File: src/rtl/mem_sram_controller_if.sv
// rtl/mem_sram_controller_if.sv - MEM-stage request/response bus for the SRAM controller

interface mem_sram_controller_if;
  logic        wr_en;
  logic        rd_en;
  logic [31:0] address;
  logic [31:0] write_data;
  logic [31:0] read_data;
  logic        ready;

  // MEM stage side: issues the request and watches ready as its freeze
  modport master (
    output wr_en, rd_en, address, write_data,
    input  read_data, ready
  );

  // Controller side
  modport slave (
    input  wr_en, rd_en, address, write_data,
    output read_data, ready
  );
endinterface

File: src/rtl/mem_sram_controller.sv
// rtl/mem_sram_controller.sv - 32-bit MEM-stage access split into two 16-bit SRAM accesses

module mem_sram_controller #(
  parameter int WAIT_CYCLES = 1,
  parameter int ADDR_BASE   = 1024,
  parameter int SRAM_AW     = 18
) (
  input  logic                 clk,
  input  logic                 rst,
  mem_sram_controller_if.slave mem,
  output logic [SRAM_AW-1:0]   sram_addr,
  output logic [15:0]          sram_dq_out,
  input  logic [15:0]          sram_dq_in,
  output logic                 sram_dq_oe,
  output logic                 sram_we_n
);

  localparam int          CW   = (WAIT_CYCLES > 1) ? $clog2(WAIT_CYCLES) : 1;
  localparam logic [31:0] BASE = 32'(ADDR_BASE);

  typedef enum logic [1:0] {IDLE, LO, HI, DONE} state_t;

  state_t             state_q, state_d;
  logic [CW-1:0]      cnt_q, cnt_d;
  logic               op_wr_q;
  logic [SRAM_AW-2:0] word_q;
  logic [31:0]        wdata_q;
  logic [31:0]        rdata_q;
  logic [SRAM_AW-1:0] sram_addr_q;
  logic               ready_c;
  logic               req;
  logic               last;
  logic [SRAM_AW-2:0] word_nxt;

  assign req      = mem.wr_en | mem.rd_en;
  assign last     = (cnt_q == CW'(WAIT_CYCLES - 1));
  // Offset from the SRAM window base; addresses below the base simply wrap
  assign word_nxt = (SRAM_AW-1)'((mem.address - BASE) >> 2);

  assign mem.ready     = ready_c;
  assign mem.read_data = rdata_q;
  assign sram_addr     = sram_addr_q;

  // State and phase counter register
  always_ff @(posedge clk) begin
    if (!rst) begin
      state_q <= IDLE;
      cnt_q   <= '0;
    end else begin
      state_q <= state_d;
      cnt_q   <= cnt_d;
    end
  end

  // Next state, phase counting and SRAM strobes
  always_comb begin
    state_d     = state_q;
    cnt_d       = cnt_q;
    ready_c     = 1'b0;
    sram_dq_out = 16'h0000;
    sram_dq_oe  = 1'b0;
    sram_we_n   = 1'b1;
    case (state_q)
      IDLE: begin
        ready_c = ~req;
        if (req) begin
          state_d = LO;
          cnt_d   = '0;
        end
      end
      LO: begin
        sram_dq_out = wdata_q[15:0];
        sram_dq_oe  = op_wr_q;
        // Release the strobe on the final wait cycle so address is held past we_n rising
        sram_we_n   = ~(op_wr_q && ((WAIT_CYCLES == 1) || !last));
        if (last) begin
          state_d = HI;
          cnt_d   = '0;
        end else begin
          cnt_d = cnt_q + 1'b1;
        end
      end
      HI: begin
        sram_dq_out = wdata_q[31:16];
        sram_dq_oe  = op_wr_q;
        sram_we_n   = ~(op_wr_q && ((WAIT_CYCLES == 1) || !last));
        if (last) begin
          state_d = DONE;
          cnt_d   = '0;
        end else begin
          cnt_d = cnt_q + 1'b1;
        end
      end
      DONE: begin
        ready_c = 1'b1;
        state_d = IDLE;
      end
      default: begin
        state_d = IDLE;
      end
    endcase
  end

  // Request latch, SRAM address and read-data capture
  always_ff @(posedge clk) begin
    if (!rst) begin
      op_wr_q     <= 1'b0;
      word_q      <= '0;
      wdata_q     <= '0;
      rdata_q     <= '0;
      sram_addr_q <= '0;
    end else begin
      if (state_q == IDLE && req) begin
        op_wr_q     <= mem.wr_en;
        word_q      <= word_nxt;
        wdata_q     <= mem.write_data;
        sram_addr_q <= {word_nxt, 1'b0};
      end
      if (state_q == LO && last) begin
        sram_addr_q <= {word_q, 1'b1};
        if (!op_wr_q) rdata_q[15:0] <= sram_dq_in;
      end
      if (state_q == HI && last && !op_wr_q) begin
        rdata_q[31:16] <= sram_dq_in;
      end
    end
  end

endmodule
File: src/flat_wrapper.sv
// flat-port wrapper written by rule: the top's interface ports become plain ports
module mem_sram_controller_flat 
#(
  parameter int WAIT_CYCLES = 1,
  parameter int ADDR_BASE   = 1024,
  parameter int SRAM_AW     = 18
)
  (clk, rst, sram_addr, sram_dq_out, sram_dq_in, sram_dq_oe, sram_we_n, mem_wr_en, mem_rd_en, mem_address, mem_write_data, mem_read_data, mem_ready);
  mem_sram_controller_if mem_i ();
  input  logic clk;
  input  logic rst;
  output logic [SRAM_AW-1:0] sram_addr;
  output logic [15:0] sram_dq_out;
  input  logic [15:0] sram_dq_in;
  output logic sram_dq_oe;
  output logic sram_we_n;
  input wire logic [$bits(mem_i.wr_en)-1:0] mem_wr_en;
  input wire logic [$bits(mem_i.rd_en)-1:0] mem_rd_en;
  input wire logic [$bits(mem_i.address)-1:0] mem_address;
  input wire logic [$bits(mem_i.write_data)-1:0] mem_write_data;
  output wire logic [$bits(mem_i.read_data)-1:0] mem_read_data;
  output wire logic [$bits(mem_i.ready)-1:0] mem_ready;
  assign mem_i.wr_en = mem_wr_en;
  assign mem_i.rd_en = mem_rd_en;
  assign mem_i.address = mem_address;
  assign mem_i.write_data = mem_write_data;
  assign mem_read_data = mem_i.read_data;
  assign mem_ready = mem_i.ready;
  mem_sram_controller #(.WAIT_CYCLES(WAIT_CYCLES), .ADDR_BASE(ADDR_BASE), .SRAM_AW(SRAM_AW)) u_core (.clk(clk), .rst(rst), .mem(mem_i), .sram_addr(sram_addr), .sram_dq_out(sram_dq_out), .sram_dq_in(sram_dq_in), .sram_dq_oe(sram_dq_oe), .sram_we_n(sram_we_n));
endmodule
File: config.mk
export PLATFORM = sky130hd
export DESIGN_NAME = mem_sram_controller_flat
export DESIGN_NICKNAME = d
export VERILOG_FILES = /design/src/rtl/mem_sram_controller_if.sv /design/src/rtl/mem_sram_controller.sv /design/src/flat_wrapper.sv
export SDC_FILE = /design/constraint.sdc
export NUM_CORES = 1
export LEC_CHECK = 0
export CORE_MARGIN = 4
export CORE_UTILIZATION = 40
export CTS_BUF_LIST = sky130_fd_sc_hd__clkbuf_4 sky130_fd_sc_hd__clkbuf_8 sky130_fd_sc_hd__clkbuf_16
export CTS_CLUSTER_DIAMETER = 50
export DETAILED_ROUTE_END_ITERATION = 16
export GPL_TIMING_DRIVEN = 0
export PLACE_DENSITY = 0.76
export SYNTH_ARGS = -nofsm -noshare
export SYNTH_HDL_FRONTEND = slang
export SYNTH_SLANG_ARGS = --single-unit
File: constraint.sdc
create_clock -name clk -period 1.38 [get_ports clk]
set_input_delay 0.345 -clock clk [delete_from_list [all_inputs] [get_ports clk]]
set_output_delay 0.345 -clock clk [all_outputs]
set_load 0.02 [all_outputs]
Word-level counts from Yosys, hierarchy flattened. Index checks and enable logic that the tools add are counted.

Register bits after elaboration: 103. Logic and storage cells: 45. Output and inout bits: 69. Bits of input ports: 84.

Equality and inequality tests: 6. Multiplexer cells: 13. Add/sub/neg operators: 2. Reductions and logical operators: 12. Bitwise operators: 4.

Operators by type and width (count): $mux W18 (2); $pmux W16 S2 (1); $sub A19 B11 Y19 const B (1); $pmux W2 S4 (1); $mux W2 (3); $eq A2 B2 Y1 const B (2); $logic_and A1 B1 Y1 (4); $mux W1 (4); $ne A2 B2 Y1 const B (2); $pmux W1 S2 (2); $reduce_and A2 Y1 (2); $reduce_bool A2 Y1 (2); $not A1 Y1 (3); $reduce_and A3 Y1 (1); $eq A2 B1 Y1 const B (1); $logic_not A2 Y1 (1); $ne A2 B1 Y1 const B (1); $reduce_or A2 Y1 (1); $add A1 B1 Y1 const B (1); $logic_not A1 Y1 (1); $or A1 B1 Y1 (1).

Logic depth before layout (Yosys ltp). Gate-level depths: netlist (run 1).

Depth in word-level cells: 4. Depth in mapped cells: 9. Mapped depth without buffers: 6.

Least setup slack after synthesis (run 1). OpenSTA, ideal clock, no wires.

Path type: flip-flop to output port. From: reg u_core.state_q[0]. To: out sram_dq_out[10]. Buffers on the path: 2. Stages on the path, launching flop included: 7. Arrival time: 1.395 ns. Slack: -0.360 ns. Data required time: 1.035 ns. Cells stage by stage: dfxtp_1 > inv_1 > ha_1 > buf_2 > buf_1 > a22oi_1 > nor2b_1.

Cells in the longest elaborated chain, start to end: 2. Elaborated cells between the ends (all ways): 3. Classes of those cells: 2 x eq/ne; 1 x mux.

Ends and longest elaborated chain: from (decl) (line mem_sram_controller.sv:23) `state_t state_q, state_d;`; from (signal assigned) (line mem_sram_controller.sv:50) `state_q <= state_d;`; $eq A2 B2 Y1 or $eq A2 B1 Y1 (tied branches) (line mem_sram_controller.sv:63) `case (state_q)`; $pmux W16 S2 * (line mem_sram_controller.sv:63); to (decl) (line flat_wrapper.sv:13) `output logic [15:0] sram_dq_out;`.

Mark *: on every way between the ends. The rest lies on a longest branch, timed or not.

Worst setup path in the final report (run 1).
From: reg u_core.state_q[0]. To: out sram_dq_out[0].

The elaborated chain is that of the path after synthesis.

==> results of run 1 <==
[how the worst min path moves through the flow]
stage	from	to	cells after the start
after floorplan	u_core.word_q[0]	u_core.word_q[0]	2
after global placement	u_core.word_q[6]	u_core.word_q[6]	2
after detailed placement	u_core.word_q[2]	u_core.word_q[2]	2
after CTS	u_core.word_q[1]	u_core.word_q[1]	2
after global routing	mem_address[10]	u_core.word_q[8]	4
final	u_core.mem.read_data[6]	u_core.mem.read_data[6]	2
[Yosys cell counts (all sizes together), types with 3 or more instances]
| library cell | n |
|---|---|
| a31oi | 13 |
| ha | 5 |
| xor2 | 7 |
| inv | 7 |
| clkbuf | 22 |
| nor2b | 17 |
| a22oi | 16 |
| o21ai | 19 |
| a21oi | 82 |
| and2 | 3 |
| nand2 | 164 |
| buf | 18 |
| nor3 | 5 |
| dfxtp | 102 |
| nor2 | 19 |
| nand3 | 7 |
[through the flow]
step | cell area, µm² | TNS [ns] | setup WS [ns]
6_report | 7770 | -29.44 | -0.590
5_1_grt | 7770 | -33.65 | -0.639
3_3_place_gp | 5910 | -56.17 | -0.926
2_1_floorplan | 4370 | -0.488 | -0.0265
4_1_cts | 7120 | -23.85 | -0.548
3_5_place_dp | 5910 | -59.78 | -0.928
[final cells by class]
type	instances	area, µm²
inverters	7	37.5
flip-flops and latches	102	2050
clock buffers	11	145
multi-input cells	375	2890
well taps	133	166
fillers	571	2090
clock inverters	5	38.8
plain buffers	36	472
repair buffers	190	1970
[power by group]
part / total [µW] / internal [µW] / leakage (µW) / switching [µW]
combinational: 10800 / 5430 / 0.00212 / 5400
clock: 1850 / 744 / 0.0000942 / 1100
sequential: 4470 / 3770 / 0.000840 / 704
[repair_timing]
item,in CTS,in global routing
setup endpoints to repair,163,155
pin swaps,46,60
setup buffers,27,13
cloned,12,6
resized for setup,404,237
endpoints found under the hold margin,0,0
[sequential cells by signal (all words and copies together), names as in the netlist]
name	flops
u_core.mem.read_data	32
u_core.wdata_q	32
u_core.sram_addr	18
u_core.word_q	17
u_core.state_q	2
u_core.op_wr_q	1
[layer usage]
layer  GRT usage  up-vias  wire [µm]
met5           0        -          0
met4      0.0935        0        925
met3      0.0546       74       1380
met2       0.446      280       9210
met1       0.291     2343       6920
li1            -     2136          -
[worst max-delay path: stages (launching register included)]
cell	delay, ns
dfxtp_4	0.41
inv_6	0.05
ha_4	0.33
buf_6	0.14
nor2b_2	0.18
buf_6	0.14
[logic make-up after synthesis]
group	after synthesis	synth area share
XOR/XNOR	7	0.0149
adder cells (fa/ha/maj)	5	0.0152
flip-flops	102	0.498
AO/OA/AOI/OAI	138	0.187
buffers and inverters	47	0.0524
multiplexers	2	0.00488
AND/OR/NAND/NOR	223	0.228
==> metrics.cfg, run 1 <==
[synthesis]
ys.flop_type = dfxtp_1
yosysWarnings = 0
avgSynthCellArea_um2 = 7.83
synth.area.top_cells = dfxtp_1 (50%), nand2_1 (15%), a21oi_1 (10%), a22oi_1 (2.9%), nor2b_1 (2.6%)
synth_top_area_cell = dfxtp_1
async_reset_ff_frac = 0
synth_edf_count = 0
ys_types = 33
synthesis.nets = 613
yosysSeqAreaShare = 0.498
synth_top_area_share = 0.498
netlist_instances = 524
syn_area_mm2 = 0.00410
synth-seq-cells = 102

[routing]
antenna_left = 0
initialDrtViolationCount = 257
wl_per_cell_um = 21.5
routed_wl_um = 18400
first_pass_iters = 5
vias = 4833
viasPerCell = 5.63
drc_errors = 0

[worst_setup_path]
crit_start = u_core.state_q[0]
rr_worst_depth = 9
reg2reg_from = u_core.state_q[1]
endpoint = sram_dq_out[0]
crit_type = reg -> out
cp_max_fo = 5
crit_path_end_kind = primary output
critPathLaunchType = flip-flop
r2r_slack_ns = -0.40
critPathRequiredTime_ns = 1.03
worstPathArrival_ns = 1.62
r2r_end = u_core.sram_addr[14]

[clocking]
root_buffer = clkbuf_8
cts_buffers = 9
hold_buffers = 0
clockBufferDepth = 2
cts_htree_levels = 3
cts_tree = yes
clock-sinks = 102
clock_latency_ns = 0.38
clk_pin_slew_ns = 0.10

[global_routing]
track_usage = 0.249
grt_max_degree = 18
grt_pass1_wl_um = 22900
gr-total-overflow = 0
grt_pass1_vias = 4581
antenna_found_initial = 0

[pwr]
worst_ir_drop_vdd_mv = 1.08
power_density_mw_per_mm2 = 2210
power_uw = 17100
leakage_uw = 0.00305

[die]
core_mm2 = 0.00986
initial_core_util = 0.416
num_io_pins = 153
rows = 36
die_x_um = 109
die_area_mm2 = 0.0119
dieHeight_um = 109

[status]
status = finished with violations
violations = setup timing

[placement]
hpwl_um = 9140
io_buffers = 137
place.gp.congestion = 0.847
dp_cells = 794

[min_path]
hold_path_class = reg -> reg

[timing]
hold_violations = 0
worst_slew_pin_slew_ns = 0.818
fmax_ghz = 0.508
setup_slack_ns = -0.590
maxSlewHeadroom = 0.455
clock_skew_ns = 0.0110
rsz0062_at_grt = true
slew_violations = 0
holdWs_ns = 0.458
period_minus_slack_ns = 1.97
min_period_over_period = 1.43
finalSetupViolations = 121

[cells_and_area]
final_nets = 810
final_common_cell = nand2_1
drive_gt1_frac = 0.523
syn2layout_area_growth_pct = 89.4
fin_util = 0.788
antenna_cells = 0
finalNonFillerCells = 859
layout_common_cells = nand2_1 (100), dfxtp_1 (98), clkdlybuf4s50_1 (67)

[job]
drv_cap = 0

Power figures use the tool's default switching activity.
==> inputs of run 2 (changes only) <==
--- a/config.mk
+++ b/config.mk
@@ -10,7 +10,7 @@
 export CTS_BUF_LIST = sky130_fd_sc_hd__clkbuf_4 sky130_fd_sc_hd__clkbuf_8 sky130_fd_sc_hd__clkbuf_16
 export CTS_CLUSTER_DIAMETER = 50
 export DETAILED_ROUTE_END_ITERATION = 16
-export GPL_TIMING_DRIVEN = 0
+export HOLD_SLACK_MARGIN = 0.03
 export PLACE_DENSITY = 0.76
 export SYNTH_ARGS = -nofsm -noshare
 export SYNTH_HDL_FRONTEND = slang
==> run 2 against run 1 <==
The flow still finishes with violations (setup timing). Sequential power is essentially flat. Design area shrank 0.21%. Clock-buffer cell count grew 1. Global-route usage shrank 3.5 points. Hold slack lost 0.054 ns. Highest routed layer unchanged. Critical path depth grew 1. Via count shrank 4.7%. First-iteration DRC count grew 1.6%.
==> metrics.cfg, run 2 (same netlist as run 1, synthesis figures left out) <==
[pwr]
worst_ir_drop_vdd_mv = 1.20  ; was 1.08 mV
power_uw = 16300  ; was 17100 µW
leakage_uw = 0.00318  ; was 0.00305 µW
power_density_mw_per_mm2 = 2100  ; was 2210 mW/mm²

[job]
drv_cap = 0  ; unchanged

[timing]
setup_slack_ns = -0.609  ; was -0.590 ns
finalSetupViolations = 110  ; was 121
maxSlewHeadroom = 0.703  ; was 0.455
hold_violations = 0  ; unchanged
slew_violations = 0  ; unchanged
clock_skew_ns = 0.0103  ; was 0.0110 ns
finalSetupTns_ns = -31.07  ; was -29.44 ns
rsz0062_at_grt = true  ; unchanged
fmax_ghz = 0.503  ; was 0.508 GHz
min_period_over_period = 1.44  ; was 1.43
worst_slew_pin_slew_ns = 0.445  ; was 0.818 ns
period_minus_slack_ns = 1.99  ; was 1.97 ns

[worst_setup_path]
cp_max_fo = 7  ; was 5
crit_type = reg -> out  ; unchanged
worstPathArrival_ns = 1.64  ; was 1.62 ns
crit_path_end_kind = primary output  ; unchanged
critPathLaunchType = flip-flop  ; unchanged
critPathRequiredTime_ns = 1.03  ; about the same

[cells_and_area]
syn2layout_area_growth_pct = 89.0  ; was 89.4%
design_area_mm2 = 0.00776  ; was 0.00777 mm²
multi_input_area_mm2 = 0.00291  ; was 0.00289 mm²
layout_common_cells = nand2_1 (100), dfxtp_1 (99), clkdlybuf4s50_1 (64)  ; was nand2_1 (100), dfxtp_1 (98), clkdlybuf4s50_1 (67)
final.fill_count = 584  ; was 571
final_nets = 813  ; was 810
antenna_cells = 0  ; unchanged
fin_util = 0.786  ; was 0.788
drive_gt1_frac = 0.520  ; was 0.523
final_common_cell = nand2_1  ; unchanged
finalNonFillerCells = 862  ; was 859
final-seq-area_mm2 = 0.00205  ; about the same

[die]
die_area_mm2 = 0.0119  ; unchanged
initial_core_util = 0.416  ; unchanged
core_mm2 = 0.00986  ; unchanged
num_io_pins = 153  ; unchanged
dieHeight_um = 109  ; unchanged
rows = 36  ; unchanged
die_x_um = 109  ; unchanged

[placement]
place.gp.congestion = 0.852  ; was 0.847
io_buffers = 137  ; unchanged
placed_area_mm2 = 0.00608  ; was 0.00591 mm²
hpwl_um = 8440  ; was 9140 µm
dp_cells = 797  ; was 794

[global_routing]
gr-total-overflow = 0  ; unchanged
grt_max_degree = 69  ; was 18
grt_pass1_vias = 4278  ; was 4581
track_usage = 0.214  ; was 0.249
grt_pass1_wl_um = 20300  ; was 22900 µm
antenna_found_initial = 0  ; unchanged

[routing]
routed_wl_um = 15900  ; was 18400 µm
vias = 4607  ; was 4833
drc_errors = 0  ; unchanged
initialDrtViolationCount = 261  ; was 257
antenna_left = 0  ; unchanged
viasPerCell = 5.34  ; was 5.63
first_pass_iters = 5  ; unchanged
wl_per_cell_um = 18.4  ; was 21.5 µm

[min_path]
hold_path_class = in -> reg  ; was reg -> reg

[clocking]
clk_pin_slew_ns = 0.10  ; about the same
root_buffer = clkbuf_8  ; unchanged
clock_latency_ns = 0.35  ; was 0.38 ns
cts_buffers = 9  ; unchanged
clock-sinks = 102  ; unchanged
clockBufferDepth = 2  ; unchanged
cts_tree = yes  ; unchanged
cts_htree_levels = 3  ; unchanged
hold_buffers = 0  ; unchanged

[status]
violations = setup timing  ; unchanged
status = finished with violations  ; unchanged

run 2: cell types whose count changed in the layout (fill, tap and decap cells not counted), sizes merged:
cell / before / now
clkdlybuf4s50: 67 / 64
dlymetal6s2s: 0 / 4
dlygate4sd2: 1 / 0
inv: 9 / 8
clkinvlp: 2 / 3
o21a: 2 / 3
clkinv: 1 / 0
buf: 102 / 109
clkdlybuf4s15: 15 / 11
run 2: final timing paths:
path | startpoint | end | slack (ns) | cells after the start
hold / removal | mem_address[10] | u_core.word_q[8] | 0.40 | 5
setup reg to reg | u_core.state_q[1] | u_core.mem.read_data[2] | -0.52 | 10
hold reg to reg | u_core.mem.read_data[10] | u_core.mem.read_data[10] | 0.46 | 2
setup / recovery | u_core.state_q[0] | sram_dq_out[15] | -0.61 | 6
run 2: final cells by class:
| type | count | area share |
|---|---|---|
| sequential | 102 | 0.264 |
| timing repair buffer | 228 | 0.311 |
| clock inverter | 4 | 0.00387 |
| multi-input combinational | 376 | 0.375 |
| inverter | 7 | 0.00484 |
| tap | 133 | 0.0215 |
| clock buffer | 12 | 0.0197 |
run 2: report_power, final:
part	total [µW]	switching, µW	internal [µW]
logic	10100	4940	5110
clock network	1790	1040	757
registers	4460	699	3760
run 2: stage by stage:
stage / hold slack [ns] / setup WS (ns)
2_1_floorplan: 0.433 / -0.0265
5_1_grt: 0.404 / -0.646
3_3_place_gp: 0.438 / -0.847
3_5_place_dp: 0.444 / -0.828
4_1_cts: 0.456 / -0.586
6_report: 0.405 / -0.609
run 2: worst max-delay path, stage by stage (launching register included):
cell,delay (ns)
dfxtp_4,0.41
inv_6,0.06
ha_4,0.31
buf_8,0.14
buf_6,0.09
nor2b_4,0.15
buf_6,0.13
run 2: routing by layer:
layer	track usage	up-vias	wire [µm]
li1	-	2156	-
met1	0.264	2220	6400
met2	0.384	191	8170
met3	0.0352	40	854
met4	0.0641	0	441
met5	0	-	0
run 2: timing repair:
item / 4_1_cts / 5_1_grt
gates resized for setup: 278 / 294
pin swaps: 26 / 131
endpoints found under the setup margin: 166 / 159
buffers inserted: 24 / 20
gates cloned: 5 / 6
